===== src/rtl/rom_pkg.sv =====
// rtl/rom_pkg.sv - shared widths, entry formula and contents table for rom
package rom_pkg;

  localparam int ROM_ADDR_W = 5;
  localparam int ROM_DATA_W = 4;
  localparam int ROM_DEPTH  = 2 ** ROM_ADDR_W;

  typedef logic [ROM_DATA_W-1:0] rom_word_t;
  typedef logic [ROM_DEPTH-1:0][ROM_DATA_W-1:0] rom_table_t;

  // (3i+1) mod 2^DATA_W falls out of truncating to the word width
  function automatic rom_word_t rom_entry(input int i);
    return rom_word_t'(3 * i + 1);
  endfunction

  function automatic rom_table_t rom_build();
    rom_table_t t;
    for (int i = 0; i < ROM_DEPTH; i++) begin
      t[i] = rom_entry(i);
    end
    return t;
  endfunction

  localparam rom_table_t ROM_INIT = rom_build();

endpackage


===== src/rtl/rom_array.sv =====
// rtl/rom_array.sv - combinational address-to-word lookup over the fixed table
module rom_array
  import rom_pkg::*;
#(
  parameter int ADDR_W = ROM_ADDR_W,
  parameter int DATA_W = ROM_DATA_W
) (
  input  logic [ADDR_W-1:0] addr,
  output logic [DATA_W-1:0] word
);

  logic [DATA_W-1:0] tbl [2**ADDR_W];

  // Default geometry shares the package table; other sizes apply the formula directly
  generate
    if (ADDR_W == ROM_ADDR_W && DATA_W == ROM_DATA_W) begin : g_pkg
      for (genvar i = 0; i < 2**ADDR_W; i++) begin : g_entry
        assign tbl[i] = ROM_INIT[i];
      end
    end else begin : g_formula
      for (genvar i = 0; i < 2**ADDR_W; i++) begin : g_entry
        assign tbl[i] = DATA_W'(3 * i + 1);
      end
    end
  endgenerate

  assign word = tbl[addr];

endmodule


===== src/rtl/rom.sv =====
// rtl/rom.sv - registered 32x4 lookup ROM; ROM_OUT_REG_EN adds a second output stage
module rom
  import rom_pkg::*;
#(
  parameter int ADDR_W = ROM_ADDR_W,
  parameter int DATA_W = ROM_DATA_W
) (
  input  logic              clk,
  input  logic              rst_n,
  input  logic              en,
  input  logic [ADDR_W-1:0] addr,
  output logic [DATA_W-1:0] data
);

  logic [DATA_W-1:0] rd_word;

  rom_array #(
    .ADDR_W(ADDR_W),
    .DATA_W(DATA_W)
  ) u_array (
    .addr(addr),
    .word(rd_word)
  );

`ifdef ROM_OUT_REG_EN
  logic [DATA_W-1:0] stage1_q;

  // Stage 1 follows the enable; stage 2 is a free-running retiming register
  always_ff @(posedge clk or negedge rst_n) begin
    if (!rst_n) begin
      stage1_q <= '0;
      data     <= '0;
    end else begin
      if (en) begin
        stage1_q <= rd_word;
      end
      data <= stage1_q;
    end
  end
`else
  always_ff @(posedge clk or negedge rst_n) begin
    if (!rst_n) begin
      data <= '0;
    end else if (en) begin
      data <= rd_word;
    end
  end
`endif

endmodule


===== config.mk =====
export PLATFORM = sky130hd
export DESIGN_NAME = rom
export DESIGN_NICKNAME = d
export VERILOG_FILES = /design/src/rtl/rom_pkg.sv /design/src/rtl/rom_array.sv /design/src/rtl/rom.sv
export SDC_FILE = /design/constraint.sdc
export NUM_CORES = 1
export LEC_CHECK = 0
export ABC_AREA = 1
export CAP_MARGIN = 20
export CORE_AREA = 2 2 39 41
export CTS_CLUSTER_DIAMETER = 40
export CTS_CLUSTER_SIZE = 10
export DETAILED_ROUTE_END_ITERATION = 8
export DIE_AREA = 0 0 41 43
export GPL_TIMING_DRIVEN = 0
export MAX_ROUTING_LAYER = met4
export PLACE_DENSITY = 0.51
export SETUP_SLACK_MARGIN = 0.1
export SYNTH_ARGS = -nofsm -noshare
export SYNTH_HDL_FRONTEND = slang
export SYNTH_SLANG_ARGS = --single-unit

===== constraint.sdc =====
create_clock -name clk -period 1.4 [get_ports clk]
set_input_delay 0.14 -clock clk [delete_from_list [all_inputs] [get_ports clk]]
set_output_delay 0.14 -clock clk [all_outputs]
set_load 0.05 [all_outputs]

==> results of run 1 <==
## cell type report
cell class,instances,area share
tap,16,0.0458
inverter,7,0.0602
multi-input combinational,29,0.384
timing repair buffer,10,0.229
clock buffer,3,0.0516
sequential,4,0.229
## cell usage in the layout, fill, tap and decap left out
cell / count
sky130_fd_sc_hd__clkbuf_4: 3
sky130_fd_sc_hd__clkdlybuf4s50_1: 4
sky130_fd_sc_hd__dfrtp_1: 4
sky130_fd_sc_hd__dlygate4sd2_1: 4
sky130_fd_sc_hd__dlymetal6s2s_1: 2
sky130_fd_sc_hd__ha_1: 5
sky130_fd_sc_hd__inv_1: 6
sky130_fd_sc_hd__inv_2: 1
sky130_fd_sc_hd__nand2_1: 15
sky130_fd_sc_hd__nand2_2: 1
sky130_fd_sc_hd__nand3_1: 4
sky130_fd_sc_hd__nor2_1: 1
sky130_fd_sc_hd__o21ai_0: 1
sky130_fd_sc_hd__o21ai_1: 1
sky130_fd_sc_hd__xnor2_1: 1
## worst min path at each step
| stage | cells after the start | slack (ns) | start | to |
|---|---|---|---|---|
| after floorplan | 0 | -0.16 | rst_n | data[0] |
| after global placement | 1 | 0.36 | rst_n | data[1] |
| after detailed placement | 1 | 0.36 | rst_n | data[1] |
| after CTS | 1 | 0.12 | rst_n | data[1] |
| after global routing | 1 | 0.12 | rst_n | data[3] |
| final | 1 | 0.11 | rst_n | data[0] |
## power groups by stage
stage	Combinational [mW]	Sequential [mW]	Clock (mW)
floorplan	0.0385	0.189	0
global placement	0.147	0.139	0
detailed placement	0.149	0.139	0
CTS	0.140	0.137	0.142
global route	0.151	0.139	0.154
finish	0.137	0.137	0.138
## timing repair
action                     in CTS  in global routing
gates resized for setup         4                  2
cloned                          0                  0
setup endpoints to repair       4                  1
## metrics by stage
stage          worst slack (ns)  area, um^2
6_report                  0.167         437
2_1_floorplan             0.542         294
3_5_place_dp            -0.0339         414
4_1_cts                   0.153         432
5_1_grt                   0.115         437
3_3_place_gp            -0.0428         414
## layer usage
metal,track usage,routed length (um),share of wire
met3,0.0314,42,0.075
met1,0.108,244,0.44
met5,-,0,0
met4,0.0600,0,0
met2,0.113,271,0.48
## cell families (layout without fill, tap and decap cells)
family | after synthesis | after routing | synth area share
XOR/XNOR | 1 | 1 | 0.0298
adder cells (fa/ha/maj) | 5 | 5 | 0.213
AO/OA/AOI/OAI | 2 | 2 | 0.0340
buffers and inverters | 7 | 20 | 0.0893
AND/OR/NAND/NOR | 21 | 21 | 0.294
flip-flops | 4 | 4 | 0.340
==> parameters.txt, run 1 <==
Parameter                              Value

Power and ir drop
  Net load switching power    0.140 mW
  Static power due to leakage    0.255 nW
  IR Drop Worst-Case VDD    0.180 mV
  Power after layout    0.412 mW
  Cell Int Power    0.272 mW
  Switch share    0.339
  Power density of the placed cells    943 nW/um^2
  Combinational Power Share    0.332
  Share of total power in the clock network    0.336
  Seq pwr share    0.332

Run status
  Result of the run    finished clean

Layout
  Fillers    157
  Area used by sequential logic in the layout    100 um^2
  Combined area of the multi-input logic cells    168 um^2
  Final cell utilization of the core    0.316
  Area added between synthesis and finish    48.5%
  Biggest regs    data (4)
  Final-stage net count    68
  Number of diodes    0
  Count of placed standard cells in the final layout, fillers left out    69
  Biggest register    data
  Number of flip-flops under the largest register name    4
  Proportion of layout cells with a drive suffix above 1    0.0943

STA
  Worst slew margin relative to its limit    0.676
  Final period util    0.881
  Transition time at the pin with the least slew margin    0.489 ns
  Setup skew after layout    0 ns
  Highest clock rate    811 MHz
  Setup repair after global routing missed its margin    false
  Total negative slack for setup checks    0 ns
  Final Hold Vio Count    0
  Slew Viols, Final    0
  Final setup violating endpoints    0
  Final worst path period need    1.23 ns
  Tightest hold margin    0.114 ns

Clocking
  Hold buffers post-CTS    0
  H-tree depth    1
  Clk_lat worst skew    0.23 ns
  Clock Root Buffer    sky130_fd_sc_hd__clkbuf_4
  CTS tree    yes
  Clock buffers created by TritonCTS    3
  Clock input transition at the sequential cells of the worst setup and hold paths    0.04 ns
  Post-CTS Repair Setup Buffers    0
  Max Root-Sink Buffers    2
  Clock Sink Count    4

Worst setup path
  Maximum fanout encountered on the critical timing path    2
  Count of cells along the worst register-to-register path    2
  Endpoint kind of the worst setup timing path    primary output
  Worst setup endpoint    data[0]
  Launching point of the worst reg2reg path    data[1]
  Family of cells with the greatest summed delay on the critical path    buffers and inverters
  Crit path cell chain    dlygate4sd2_1
  Crit-path max cell delay    0.53 ns
  Critical setup path kind    reg -> out
  Cell type of the slowest stage on the worst timing path    sky130_fd_sc_hd__dlygate4sd2_1
  Critical path depth    1
  R2r endpoint    data[1]
  Endpoint arrival time on the critical path    1.09 ns
  Minimum setup slack among reg-to-reg paths    0.79 ns
  CP Data Required Time    1.26 ns
  Crit path launch    data[0]
  Critical path startpoint category    register
  Crit path buffers/inverters    1

Min path
  Min-delay worst type    in -> async

Die
  Core area    1380 um^2
  Total Die Area    1760 um^2
  Boundary Pins    12
  Die Ht    43 um
  Rows    14
  Chip Width    41 um
  Starting density of the core    0.212

Detailed routing
  Count of TritonRoute iterations in the first routing pass    3
  Average vias per placed instance    4.01
  Remaining number of nets flagged by the antenna check after routing    0
  Total routed wirelength    559 um
  Drt wl/cell    8.10 um
  DRC marker count from the first detailed-route iteration    4
  Vias post-DR    277
  Total DRC errors in the routed layout    0

Synth
  Synth Warn #    0
  Register area share after synthesis    0.340
  Post-synth ARST share    1.00
  Synthesized area per cell    7.35 um^2
  Largest cells by area after synthesis    sky130_fd_sc_hd__dfrtp_1, sky130_fd_sc_hd__ha_1, sky130_fd_sc_hd__nand2_1, sky130_fd_sc_hd__inv_1, sky130_fd_sc_hd__nand3_1
  Leading post-synthesis cells by instance count    sky130_fd_sc_hd__nand2_1, sky130_fd_sc_hd__inv_1, sky130_fd_sc_hd__ha_1
  Top cell type by total area after synthesis    sky130_fd_sc_hd__dfrtp_1
  Synthesized area    294 um^2
  Most common cell in the synthesized netlist    sky130_fd_sc_hd__nand2_1
  Number of flops mapped to enable cells by yosys    0
  Share of the synthesized area in the top cell type    0.340
  Number of synthesized register bits    4
  Top_reg_cell synth    sky130_fd_sc_hd__dfrtp_1
  Synthesized Nets    53
  Number of cells produced by synthesis    40
  Post-synthesis cell type count    11

Placement
  Final RePlAce weighted congestion    0.764
  HPWL after DPL    484 um
  Post-placement cell count    66
  # port buffers    10

GRT
  First-pass GRT wire length    1.00 mm
  Maximum number of pins on one net before global-route repair    7
  Overflow left after global routing    0
  Number of global-route vias before repair    258
  Number of antenna violations at the first check in global routing    0
  Overall global routing resource usage    0.0872

Run
  Max capacitance violation total    0
(Power assumes the default switching activity.)
==> run 2: changes to the inputs <==
- HOLD_SLACK_MARGIN: default -> 0.02
==> results of run 2 <==
Final layout, timing and power as in run 1 (identical DEF).
==> run 3: changes to the inputs <==
- GPL_TIMING_DRIVEN: 0 -> default
==> parameters.txt, run 3 (same netlist as run 1, synthesis figures left out) <==
Parameter                              Value

Run
  Max capacitance violation total    0 (unchanged)

Layout
  Fillers    165 (+5.1%)
  Number of flip-flops under the largest register name    4 (unchanged)
  Biggest regs    data (4)
  Area used by sequential logic in the layout    100 um^2 (unchanged)
  Combined area of the multi-input logic cells    168 um^2 (unchanged)
  Proportion of layout cells with a drive suffix above 1    0.214 (+0.120)
  Biggest register    data
  Area added between synthesis and finish    52.8%
  Final-stage net count    71 (+4.4%)
  Number of diodes    0 (unchanged)
  Area of all placed cells without fillers    449 um^2 (+2.9%)
  Most used cells in the layout excluding fill and tap cells    sky130_fd_sc_hd__nand2_1, sky130_fd_sc_hd__buf_4, sky130_fd_sc_hd__inv_1, sky130_fd_sc_hd__clkdlybuf4s50_1, sky130_fd_sc_hd__ha_1
  Most common cell after layout, fill and taps aside    sky130_fd_sc_hd__nand2_1

Worst setup path
  Minimum setup slack among reg-to-reg paths    0.77 ns (-0.02 ns)
  Family of cells with the greatest summed delay on the critical path    buffers and inverters
  Endpoint arrival time on the critical path    1.22 ns (+0.13 ns)
  Launching point of the worst reg2reg path    data[1]
  Critical path startpoint category    primary input
  Crit path launch    addr[0]
  R2r endpoint    data[1]
  Endpoint kind of the worst setup timing path    register
  Critical path depth    5 (+4)
  Maximum fanout encountered on the critical timing path    3 (+1)
  Count of cells along the worst register-to-register path    2 (unchanged)
  Worst setup endpoint    data[2]
  Cell type of the slowest stage on the worst timing path    sky130_fd_sc_hd__clkdlybuf4s50_1
  CP Data Required Time    1.51 ns (+0.25 ns)
  Crit-path max cell delay    0.47 ns (-0.06 ns)
  Crit path cell chain    clkdlybuf4s50_1 -> inv_1 -> ha_1 -> xnor2_1 -> o21ai_1
  Critical setup path kind    in -> reg
  Crit path buffers/inverters    2 (+1)

Power and ir drop
  Switch share    0.343 (+0.00366)
  Cell Int Power    0.283 mW (+4.1%)
  Combinational Power Share    0.345 (+0.013)
  Static power due to leakage    0.248 nW (-2.9%)
  Seq pwr share    0.321 (-0.011)
  Net load switching power    0.148 mW (+5.8%)
  Power density of the placed cells    960 nW/um^2 (+1.8%)
  IR Drop Worst-Case VDD    0.187 mV (+4.1%)
  Share of total power in the clock network    0.334 (-0.002)

Detailed routing
  Vias post-DR    278 (+0.36%)
  Total DRC errors in the routed layout    0 (unchanged)
  Remaining number of nets flagged by the antenna check after routing    0 (unchanged)
  Average vias per placed instance    3.86 (-3.8%)
  Count of TritonRoute iterations in the first routing pass    1 (-2)
  DRC marker count from the first detailed-route iteration    0 (-4)
  Total routed wirelength    596 um (+6.6%)
  Drt wl/cell    8.28 um (+2.2%)

STA
  Transition time at the pin with the least slew margin    0.205 ns (-0.284 ns)
  Slew Viols, Final    0 (unchanged)
  Final Hold Vio Count    0 (unchanged)
  Final worst path period need    1.10 ns (-0.129 ns)
  Highest clock rate    905 MHz (+12%)
  Setup skew after layout    0 ns (unchanged)
  Final setup violating endpoints    0 (unchanged)
  Final period util    0.789 (-0.0920)
  Setup repair after global routing missed its margin    false
  Worst slew margin relative to its limit    0.863 (+0.188)
  Total negative slack for setup checks    0 ns (unchanged)

Die
  Die Ht    43 um (unchanged)
  Rows    14 (unchanged)
  Starting density of the core    0.212 (unchanged)
  Chip Width    41 um (unchanged)
  Core area    1380 um^2 (unchanged)
  Boundary Pins    12 (unchanged)
  Total Die Area    1760 um^2 (unchanged)

Run status
  Result of the run    finished clean

Clocking
  Post-CTS Repair Setup Buffers    0 (unchanged)
  Clock input transition at the sequential cells of the worst setup and hold paths    0.04 ns (about the same)
  H-tree depth    1 (unchanged)
  Clock Root Buffer    sky130_fd_sc_hd__clkbuf_4
  CTS tree    yes
  Count of instances resized after the clock tree is built    0 (-4)
  Clock Sink Count    4 (unchanged)
  Max Root-Sink Buffers    2 (unchanged)
  Clock buffers created by TritonCTS    3 (unchanged)
  Hold buffers post-CTS    0 (unchanged)
  Clk_lat worst skew    0.24 ns (about the same)

GRT
  Maximum number of pins on one net before global-route repair    7 (unchanged)
  Met1 usage    0.0892 (-0.0191)
  Most used routing layer in global routing    met2
  Number of global-route vias before repair    256 (-0.78%)
  Global routing usage on met2    0.138 (+0.0250)
  Overall global routing resource usage    0.0923 (+0.00513)
  First-pass GRT wire length    993 um (-0.70%)
  Overflow left after global routing    0 (unchanged)
  Number of antenna violations at the first check in global routing    0 (unchanged)
  M3 GR Usage    0.0314 (unchanged)

Placement
  Placed Area    427 um^2 (+3.0%)
  # port buffers    10 (unchanged)
  Final RePlAce weighted congestion    0.738 (-3.3%)
  HPWL after DPL    519 um (+7.2%)

Min path
  Min-delay worst type    in -> async
[run 3: cell count changes in the layout (fill, tap and decap cells not counted)]
cell	change
sky130_fd_sc_hd__dlymetal6s2s_1	-2
sky130_fd_sc_hd__buf_4	+7
sky130_fd_sc_hd__dlygate4sd2_1	-4
sky130_fd_sc_hd__clkdlybuf4s50_1	+2
[run 3: worst min path at each step]
stage / slack [ns] / depth (start not counted) / end / start
2_1_floorplan: -0.16 / 0 / data[0] / rst_n
3_3_place_gp: 0.35 / 1 / data[0] / rst_n
3_5_place_dp: 0.36 / 1 / data[3] / rst_n
4_1_cts: 0.11 / 1 / data[3] / rst_n
5_1_grt: 0.12 / 1 / data[3] / rst_n
6_report: 0.10 / 1 / data[3] / rst_n
[run 3: cell type report]
cell class              count  share of cell area
repair buffers             13               0.251
multi-input cells          29               0.373
clock buffers               3              0.0501
flip-flops and latches      4               0.223
well taps                  16              0.0446
inverters                   7              0.0585
[run 3: power by group through the flow]
stage,logic (mW),registers (mW),clock network (mW)
final,0.149,0.138,0.144
after CTS,0.151,0.139,0.150
after global routing,0.164,0.141,0.158
after global placement,0.148,0.139,0
after floorplan,0.0385,0.189,0
after detailed placement,0.151,0.140,0
[run 3: worst reg2reg max path: stages, from the launching register on]
cell and delay [ns]:
sky130_fd_sc_hd__dfrtp_1 0.38, sky130_fd_sc_hd__nand2_1 0.06, sky130_fd_sc_hd__o21ai_0 0.07
[run 3: stage by stage]
step / util / setup WS [ns] / cells / power (mW) / hold slack (ns)
2_1_floorplan: - / 0.542 / 40 / 0.227 / -0.156
3_3_place_gp: 0.308 / 0.0473 / 69 / 0.287 / 0.353
3_5_place_dp: 0.308 / 0.0449 / 69 / 0.291 / 0.361
4_1_cts: 0.325 / 0.291 / 72 / 0.440 / 0.109
5_1_grt: 0.325 / 0.222 / 72 / 0.463 / 0.120
6_report: 0.325 / 0.296 / 72 / 0.431 / 0.105
[run 3: layer usage]
layer  vias to the layer above  wire [um]
li1                        152          -
met1                       112        234
met2                        11        295
met3                         3         48
met4                         0         17
met5                         -          0
